==> config.mk <==
export PLATFORM = sky130hd
export DESIGN_NAME = load_store_unit_flat
export DESIGN_NICKNAME = d
export VERILOG_FILES = /design/src/rtl/load_store_unit_if.sv /design/src/rtl/load_store_unit.sv /design/src/flat_wrapper.sv
export SDC_FILE = /design/constraint.sdc
export NUM_CORES = 1
export LEC_CHECK = 0
export BUFFER_PORTS_ARGS = -buffer_cell sky130_fd_sc_hd__buf_2
export CORE_MARGIN = 1.5
export CORE_UTILIZATION = 56
export DETAILED_ROUTE_END_ITERATION = 10
export GPL_ROUTABILITY_DRIVEN = 0
export PLACE_DENSITY = 0.86
export SLEW_MARGIN = 25
export SYNTH_ARGS = -nofsm -noshare
export SYNTH_HDL_FRONTEND = slang
export SYNTH_SLANG_ARGS = --single-unit
==> constraint.sdc <==
create_clock -name clk -period 4.05 [get_ports clk]
set_input_delay 0.405 -clock clk [delete_from_list [all_inputs] [get_ports clk]]
set_output_delay 0.405 -clock clk [all_outputs]
set_load 0.02 [all_outputs]
==> src/rtl/load_store_unit_if.sv <==
// Bundles the core-side request/response handshake and the data-memory bus
// of the load/store unit.
//   req_*  : core request (valid/ready, we, funct3, address, store data)
//   rsp_*  : one-cycle response strobe with extended load data and error code
//   mem_*  : memory request/ack handshake with word address, byte enables
//            and lane-replicated store data
//   stall_o: unit busy (not idle)
// Modports: slave = the load/store unit; master = core plus memory side.
interface load_store_unit_if;
  logic        req_valid_i;
  logic        req_ready_o;
  logic        req_we_i;
  logic [2:0]  req_funct3_i;
  logic [31:0] req_addr_i;
  logic [31:0] req_wdata_i;
  logic        rsp_valid_o;
  logic [31:0] rsp_rdata_o;
  logic [1:0]  rsp_err_o;
  logic        mem_req_o;
  logic        mem_we_o;
  logic [31:0] mem_addr_o;
  logic [3:0]  mem_be_o;
  logic [31:0] mem_wdata_o;
  logic        mem_ack_i;
  logic [31:0] mem_rdata_i;
  logic        stall_o;

  modport slave (
    input  req_valid_i, req_we_i, req_funct3_i, req_addr_i, req_wdata_i,
    input  mem_ack_i, mem_rdata_i,
    output req_ready_o, rsp_valid_o, rsp_rdata_o, rsp_err_o,
    output mem_req_o, mem_we_o, mem_addr_o, mem_be_o, mem_wdata_o, stall_o
  );

  modport master (
    output req_valid_i, req_we_i, req_funct3_i, req_addr_i, req_wdata_i,
    output mem_ack_i, mem_rdata_i,
    input  req_ready_o, rsp_valid_o, rsp_rdata_o, rsp_err_o,
    input  mem_req_o, mem_we_o, mem_addr_o, mem_be_o, mem_wdata_o, stall_o
  );
endinterface

==> src/rtl/load_store_unit.sv <==
// Load/store unit placed after the ALU. Accepts one request in IDLE, checks
// funct3 legality and alignment, drives a valid/ack memory request with byte
// enables and replicated store data, and returns a single response with
// sign/zero-extended load data or an error code.
// Ports:
//   clk   : rising-edge clock
//   reset : synchronous, active-high
//   bus   : load_store_unit_if.slave (request, response and memory signals)
// Parameter TIMEOUT_CYCLES: REQ cycles without ack before a timeout error
// (0 disables the timeout).
module load_store_unit #(
  parameter int unsigned TIMEOUT_CYCLES = 255
) (
  input  logic              clk,
  input  logic              reset,
  load_store_unit_if.slave  bus
);
  typedef enum logic [1:0] {IDLE = 2'd0, REQ = 2'd1, RESP = 2'd2} state_t;

  localparam bit          LP_TO_EN   = (TIMEOUT_CYCLES != 0);
  localparam logic [31:0] LP_TO_LAST = 32'(TIMEOUT_CYCLES - 1);

  state_t      r_state, w_state_nxt;
  logic        r_we;
  logic [2:0]  r_funct3;
  logic [31:0] r_addr, r_wdata, r_rdata, r_cnt;
  logic [1:0]  r_err, w_err_nxt;

  logic        w_accept, w_illegal, w_misaligned, w_timeout, w_in_req, w_in_resp;
  logic [7:0]  w_byte;
  logic [15:0] w_half;
  logic [31:0] w_load_data, w_wdata_rep;
  logic [3:0]  w_be;

  assign w_accept  = bus.req_valid_i && (r_state == IDLE);
  assign w_in_req  = (r_state == REQ);
  assign w_in_resp = (r_state == RESP);
  assign w_timeout = LP_TO_EN && (r_cnt == LP_TO_LAST);

  // Legality and alignment are judged on the live request inputs at accept.
  always_comb begin
    w_illegal    = 1'b0;
    w_misaligned = 1'b0;
    if (bus.req_we_i)
      w_illegal = bus.req_funct3_i[2] || (bus.req_funct3_i[1:0] == 2'b11);
    else
      w_illegal = (bus.req_funct3_i == 3'b011) || (bus.req_funct3_i[2:1] == 2'b11);
    unique case (bus.req_funct3_i[1:0])
      2'b01:   w_misaligned = bus.req_addr_i[0];
      2'b10:   w_misaligned = |bus.req_addr_i[1:0];
      default: w_misaligned = 1'b0;
    endcase
  end

  always_comb begin
    w_state_nxt = r_state;
    w_err_nxt   = r_err;
    unique case (r_state)
      IDLE: begin
        if (w_accept) begin
          if (w_illegal) begin
            w_state_nxt = RESP;
            w_err_nxt   = 2'b11;
          end else if (w_misaligned) begin
            w_state_nxt = RESP;
            w_err_nxt   = 2'b01;
          end else begin
            w_state_nxt = REQ;
            w_err_nxt   = 2'b00;
          end
        end
      end
      REQ: begin
        if (bus.mem_ack_i) begin
          w_state_nxt = RESP;
          w_err_nxt   = 2'b00;
        end else if (w_timeout) begin
          w_state_nxt = RESP;
          w_err_nxt   = 2'b10;
        end
      end
      RESP:    w_state_nxt = IDLE;
      default: w_state_nxt = IDLE;
    endcase
  end

  always_ff @(posedge clk) begin
    if (reset) r_state <= IDLE;
    else       r_state <= w_state_nxt;
  end

  // Load extraction and extension happen at ack time so RESP only replays
  // a register.
  always_comb begin
    unique case (r_addr[1:0])
      2'd0:    w_byte = bus.mem_rdata_i[7:0];
      2'd1:    w_byte = bus.mem_rdata_i[15:8];
      2'd2:    w_byte = bus.mem_rdata_i[23:16];
      default: w_byte = bus.mem_rdata_i[31:24];
    endcase
    w_half = r_addr[1] ? bus.mem_rdata_i[31:16] : bus.mem_rdata_i[15:0];
    unique case (r_funct3)
      3'b000:  w_load_data = {{24{w_byte[7]}}, w_byte};
      3'b001:  w_load_data = {{16{w_half[15]}}, w_half};
      3'b100:  w_load_data = {24'd0, w_byte};
      3'b101:  w_load_data = {16'd0, w_half};
      default: w_load_data = bus.mem_rdata_i;
    endcase
  end

  always_comb begin
    unique case (r_funct3[1:0])
      2'b00: begin
        w_be        = 4'b0001 << r_addr[1:0];
        w_wdata_rep = {4{r_wdata[7:0]}};
      end
      2'b01: begin
        w_be        = 4'b0011 << r_addr[1:0];
        w_wdata_rep = {2{r_wdata[15:0]}};
      end
      default: begin
        w_be        = 4'b1111;
        w_wdata_rep = r_wdata;
      end
    endcase
  end

  always_ff @(posedge clk) begin
    if (reset) begin
      r_we     <= 1'b0;
      r_funct3 <= '0;
      r_addr   <= '0;
      r_wdata  <= '0;
      r_rdata  <= '0;
      r_cnt    <= '0;
      r_err    <= '0;
    end else begin
      r_err <= w_err_nxt;
      if (w_accept) begin
        r_we     <= bus.req_we_i;
        r_funct3 <= bus.req_funct3_i;
        r_addr   <= bus.req_addr_i;
        r_wdata  <= bus.req_wdata_i;
        r_rdata  <= '0;
        r_cnt    <= '0;
      end
      if (w_in_req) begin
        if (bus.mem_ack_i) r_rdata <= r_we ? '0 : w_load_data;
        else               r_cnt   <= r_cnt + 32'd1;
      end
    end
  end

  assign bus.req_ready_o = (r_state == IDLE);
  assign bus.stall_o     = (r_state != IDLE);
  assign bus.mem_req_o   = w_in_req;
  assign bus.mem_we_o    = w_in_req && r_we;
  assign bus.mem_addr_o  = w_in_req ? {r_addr[31:2], 2'b00} : '0;
  assign bus.mem_be_o    = w_in_req ? w_be : '0;
  assign bus.mem_wdata_o = w_in_req ? w_wdata_rep : '0;
  assign bus.rsp_valid_o = w_in_resp;
  assign bus.rsp_rdata_o = w_in_resp ? r_rdata : '0;
  assign bus.rsp_err_o   = w_in_resp ? r_err : '0;
endmodule

==> src/flat_wrapper.sv <==
// flat-port wrapper written by rule: the top's interface ports become plain ports
module load_store_unit_flat 
#(
  parameter int unsigned TIMEOUT_CYCLES = 255
)
  (clk, reset, bus_req_valid_i, bus_req_we_i, bus_req_funct3_i, bus_req_addr_i, bus_req_wdata_i, bus_mem_ack_i, bus_mem_rdata_i, bus_req_ready_o, bus_rsp_valid_o, bus_rsp_rdata_o, bus_rsp_err_o, bus_mem_req_o, bus_mem_we_o, bus_mem_addr_o, bus_mem_be_o, bus_mem_wdata_o, bus_stall_o);
  load_store_unit_if bus_i ();
  input  logic clk;
  input  logic reset;
  input wire logic [$bits(bus_i.req_valid_i)-1:0] bus_req_valid_i;
  input wire logic [$bits(bus_i.req_we_i)-1:0] bus_req_we_i;
  input wire logic [$bits(bus_i.req_funct3_i)-1:0] bus_req_funct3_i;
  input wire logic [$bits(bus_i.req_addr_i)-1:0] bus_req_addr_i;
  input wire logic [$bits(bus_i.req_wdata_i)-1:0] bus_req_wdata_i;
  input wire logic [$bits(bus_i.mem_ack_i)-1:0] bus_mem_ack_i;
  input wire logic [$bits(bus_i.mem_rdata_i)-1:0] bus_mem_rdata_i;
  output wire logic [$bits(bus_i.req_ready_o)-1:0] bus_req_ready_o;
  output wire logic [$bits(bus_i.rsp_valid_o)-1:0] bus_rsp_valid_o;
  output wire logic [$bits(bus_i.rsp_rdata_o)-1:0] bus_rsp_rdata_o;
  output wire logic [$bits(bus_i.rsp_err_o)-1:0] bus_rsp_err_o;
  output wire logic [$bits(bus_i.mem_req_o)-1:0] bus_mem_req_o;
  output wire logic [$bits(bus_i.mem_we_o)-1:0] bus_mem_we_o;
  output wire logic [$bits(bus_i.mem_addr_o)-1:0] bus_mem_addr_o;
  output wire logic [$bits(bus_i.mem_be_o)-1:0] bus_mem_be_o;
  output wire logic [$bits(bus_i.mem_wdata_o)-1:0] bus_mem_wdata_o;
  output wire logic [$bits(bus_i.stall_o)-1:0] bus_stall_o;
  assign bus_i.req_valid_i = bus_req_valid_i;
  assign bus_i.req_we_i = bus_req_we_i;
  assign bus_i.req_funct3_i = bus_req_funct3_i;
  assign bus_i.req_addr_i = bus_req_addr_i;
  assign bus_i.req_wdata_i = bus_req_wdata_i;
  assign bus_i.mem_ack_i = bus_mem_ack_i;
  assign bus_i.mem_rdata_i = bus_mem_rdata_i;
  assign bus_req_ready_o = bus_i.req_ready_o;
  assign bus_rsp_valid_o = bus_i.rsp_valid_o;
  assign bus_rsp_rdata_o = bus_i.rsp_rdata_o;
  assign bus_rsp_err_o = bus_i.rsp_err_o;
  assign bus_mem_req_o = bus_i.mem_req_o;
  assign bus_mem_we_o = bus_i.mem_we_o;
  assign bus_mem_addr_o = bus_i.mem_addr_o;
  assign bus_mem_be_o = bus_i.mem_be_o;
  assign bus_mem_wdata_o = bus_i.mem_wdata_o;
  assign bus_stall_o = bus_i.stall_o;
  load_store_unit #(.TIMEOUT_CYCLES(TIMEOUT_CYCLES)) u_core (.clk(clk), .reset(reset), .bus(bus_i));
endmodule
After elaboration in Yosys (flattened, before gate mapping):

Cells that the tools add are included.

* logic and storage cells: 70
* bits in registers: 136
* input port bits: 104
* output and inout bits: 107

* eq/ne operators: 16
* shifts and indexed selects: 2
* reductions and logical operators: 13
* mux-type cells: 30
* add/sub/neg operators: 1

Operator list (number)
* $mux 32: 10
* $pmux 32 s4: 1
* $pmux 32 s2: 1
* $add 32x1->32 const B: 1
* $eq 32x8->1 const B: 1
* $pmux 8 s3: 1
* $mux 2: 9
* $mux 16: 1
* $eq 2x2->1 const B: 5
* $eq 2x1->1 const B: 4
* $pmux 2 s2: 2
* $pmux 4 s2: 1
* $eq 3x3->1 const B: 2
* $logic_not 2->1: 3
* $mux 4: 1
* $reduce_bool 2->1: 2
* $shl 1x2->4 const A: 1
* $shl 2x2->4 const A: 1
* $eq 3x1->1 const B: 1
* $eq 3x2->1 const B: 1
* $logic_not 3->1: 1
* $ne 3x2->1 const B: 1
* $reduce_and 3->1: 1
* $logic_and 1x1->1: 2
* other kinds (6): 8

Logic depth before layout (Yosys ltp):

* depth in word-level cells: 6
* gate-level depth with buffers: 7
* depth with buffers taken out: 6

Worst setup path after synthesis:

Ideal clock, no wire load.

* path kind: input -> register
* start point: input port bus_mem_ack_i
* end point: register u_core.r_cnt[16]
* library setup time: 131 ps
* data arrival time: 1920 ps
* cell stages on the path: 7
* slack: 1999 ps
* path buffers: 3
* data required time: 3919 ps
* path through: or3b_1 -> buf_2 -> or3_4 -> buf_6 -> buf_2 -> o311ai_0 -> o21ai_1

* word-level cells in the longest chain between the ends: 2

Ends and longest elaborated chain
* start: declaration: line flat_wrapper.sv:15 `input wire logic [$bits(bus_i.mem_ack_i)-1:0] bus_mem_ack_i;`
* $mux 32: line load_store_unit.sv:148 `if (bus.mem_ack_i) r_rdata <= r_we ? '0 : w_load_data;`
* $mux 32: line load_store_unit.sv:147 `if (w_in_req) begin`
* end signal: assignment: line load_store_unit.sv:149 `else r_cnt <= r_cnt + 32'd1;`
* end: declaration: line load_store_unit.sv:26 `logic [31:0] r_addr, r_wdata, r_rdata, r_cnt;`

No other way between the ends.
A chain may end at the register's enable or synchronous reset.

Worst setup path after layout:

* start point: register u_core.r_state[1]
* end point: output port bus_mem_addr_o[29]

* word-level cells in the longest chain between the ends: 2

Ends and longest elaborated chain
* start: declaration: line load_store_unit.sv:23 `state_t r_state, w_state_nxt;`
* start signal: assignment: line load_store_unit.sv:89 `else r_state <= w_state_nxt;`
* $eq 2x1->1: line load_store_unit.sv:36 `assign w_in_req = (r_state == REQ);`
* $mux 32: line load_store_unit.sv:158 `assign bus.mem_addr_o = w_in_req ? {r_addr[31:2], 2'b00} : '0;`
* end: declaration: line flat_wrapper.sv:23 `output wire logic [$bits(bus_i.mem_addr_o)-1:0] bus_mem_addr_o;`

No other way between the ends.

==> impl_results.md <==
- Synth Register Bits: 136
- Buffer count from post-CTS setup fixing: 0
- Hold Vio Cnt, Final: 0
- Mean Syn Cell Area: 7.72 um^2
- Register area share after synthesis: 0.394
- Initial Util: 0.575
- Placed Cells incl. Taps: 1184
- CTS Hold Bufs: 0
- DRT Wirelength: 19700 um
- Worst-Skew Late Latency: 0.42 ns
- Final core utilization: 0.714
- Outcome: completed
- Fin area: 8580 um^2
- Nets: 1166
- Post-DR wirelength/cell: 16.2 um
- Asr flop ratio synth: 0
- Fin cells: 1219
- WP data required: 3.64 ns
- Total congestion overflow: 0
- Core ar.: 12000 um^2
- Crit end category: output port
- Vias in the first global route: 6329
- Static leakage: 3.59 nW
- Clock Skew: 0.00582 ns
- TritonRoute pass-1 iters: 7
- Ys flop type: dfxtp_1
- Final setup violation count: 0
- Slowest cell on crit path: or2b_1
- First-pass GRT wire length: 31000 um
- Max_slew headroom: 0.301
- FILL cells: 944
- MaxCap Viol Count: 0
- Netlist Area Pre-Place: 6900 um^2
- Minimum clock period: 3.27 ns
- Mapped Cells: 894
- ANT nets after route: 0
- CP top delay family: simple AND/OR/NAND/NOR gates
- Gr usage total: 0.300
- Clk slew on worst S/H paths: 0.06 ns
- Fin crit share: 0.807
- Post-DP Area: 7910 um^2
- Slew Viols, Final: 0
- Worst Setup Start Kind: flip-flop
- Layout cells sized above 1: 0.260
- CP Max Fanout: 43
- Antenna violations before repair: 2
- RSZ-0062 raised after global routing: no
- Post-DR vias/cell: 5.86
- H-tree Lvls: 4
- CTS Buffer Depth: 2
- Setup TNS: 0 ns
- CTS tree: built
- CTS Buf Count: 17
- # IOs: 211
- Storage element area: 2730 um^2
- Die height: 114 um
- Root buffer cell: clkbuf_16
- DR DRC count: 0
- EDFF count, synth: 0
- Critical path class: reg2out
- Post-DP HPWL: 12800 um
- Yosys cell types: 54
- Area delta synth->final: 24.2%
- Placement Setup Slack: 0.956 ns
- Area of the die: 13000 um^2
- Slowest stage delay, CP: 0.86 ns
- Area of the multi-input gates: 3870 um^2
- Worst hold path type: in2reg
- PnR worst setup slack: 0.782 ns
- Peak Freq: 306 MHz
- DRT iter0 DRCs: 864
- Crit path cell chain: or2b_1 -> inv_2 -> and2_1 -> buf_2
- Pwr per Cell Area: 442 nW/um^2
- Row count: 40
- Clock Sinks: 136
- Worst VDD drop: 478 uV
- Worst Path Buf+Inv: 2
- I/O Buffers: 208
- Via count: 7142
- Yosys warns: 0
- Cts repair resizes: 0
- Crit path arrival time: 2.86 ns
- Die X: 114 um
- Slew @ Worst Pin: 1.05 ns
- Largest net degree at the start of global routing: 90
Yosys cell counts (3+ instances only):
cell	count	area [um^2]
dfxtp_1	136	2720
nor3_1	16	80.1
a21boi_0	6	45.0
and3_1	3	18.8
mux2_2	8	90.1
nand3_1	16	80.1
o21ai_0	25	125
mux2i_1	31	310
clkbuf_1	59	221
and2_1	76	475
o2bb2ai_1	29	254
nand2b_1	9	56.3
a21oi_1	109	546
o21a_1	8	60.1
a22oi_1	16	120
inv_1	14	52.6
buf_1	8	30.0
or4_1	9	67.6
o211ai_1	8	60.1
nor4_1	8	50.1
ha_1	5	62.6
or2_2	12	75.1
or3_1	11	68.8
and4_1	3	26.3
nand2_1	169	634
nand4_1	7	43.8
o311ai_0	7	61.3
nor2_1	53	199
cell type report:
cell class,instances,share of cell area
antenna,2,0.000584
clock inverter,12,0.0200
tap,147,0.0214
timing repair buffer,215,0.129
clock buffer,20,0.0532
multi-input combinational,672,0.451
inverter,15,0.00656
sequential,136,0.318
registers in the layout, summed over array words and instances (netlist names):
signal,cells
u_core.r_addr,32
u_core.r_state,2
u_core.r_funct3,3
u_core.r_wdata,32
u_core.r_rdata,32
u_core.r_cnt,32
u_core.r_err,2
u_core.r_we,1
per-layer routing:
layer	vias up	track usage	wire, um
li1	3412	-	-
met1	3284	0.364	8150
met2	388	0.488	9050
met3	58	0.0850	1790
met4	0	0.150	706
met5	-	0	0
cells in the final DEF, fill, tap and decap left out, types with 5 or more instances in the layout:
cell / instances
buf_4: 7
o2bb2ai_1: 29
o21a_1: 8
and2_1: 76
ha_1: 5
a22oi_1: 16
a21boi_0: 6
buf_2: 207
o21ai_0: 25
dfxtp_1: 134
o211ai_1: 8
or2_2: 12
a21oi_1: 109
clkbuf_16: 17
inv_1: 13
nor2_1: 51
or4_1: 9
nand2b_1: 9
or3_1: 11
nand3_1: 16
o311ai_0: 7
nand4_1: 7
mux2i_1: 31
mux2_2: 8
nand2_1: 169
nor4_1: 7
nor3_1: 16
power by group:
group          total, mW  switching [mW]  internal, mW
clock network       1.65           0.587          1.06
registers           1.52          0.0935          1.42
logic              0.626           0.399         0.227
cell families after synthesis:
family / count (synthesis) / share of synthesized area
fa+ha+maj: 5 / 0.00906
flops: 136 / 0.394
buf+inv: 87 / 0.0498
compound gates: 222 / 0.201
simple gates: 403 / 0.284
other cells: 1 / 0.000543
mux: 40 / 0.0613
worst min-delay path: stages:
cell and delay (ns):
buf_2 0.09, nand2_1 0.04, a21oi_1 0.05
per-stage QoR:
| stage | total power, mW | hold slack (ns) |
|---|---|---|
| finish | 3.79 | 0.217 |
| global route | 3.93 | 0.215 |
| CTS | 3.78 | 0.206 |
| detailed placement | 2.14 | 0.438 |
| global placement | 2.13 | 0.427 |
| floorplan | 1.94 | 0.418 |
final timing paths:
| check | start | endpoint | depth (start not counted) | slack (ns) |
|---|---|---|---|---|
| worst max-delay path | u_core.r_state[1]$_SDFFE_PP0P_ | bus_mem_addr_o[29] | 4 | 0.78 |
| worst min-delay path | bus_req_wdata_i[20] | u_core.r_wdata[20]$_SDFFE_PP0P_ | 3 | 0.22 |
| worst max register to register | u_core.r_state[0]$_SDFFE_PP0P_ | u_core.r_cnt[19]$_SDFF_PP0_ | 4 | 1.38 |
| worst min register to register | u_core.r_rdata[7]$_SDFF_PP0_ | u_core.r_rdata[7]$_SDFF_PP0_ | 1 | 0.45 |
(Power assumes the default switching activity.)
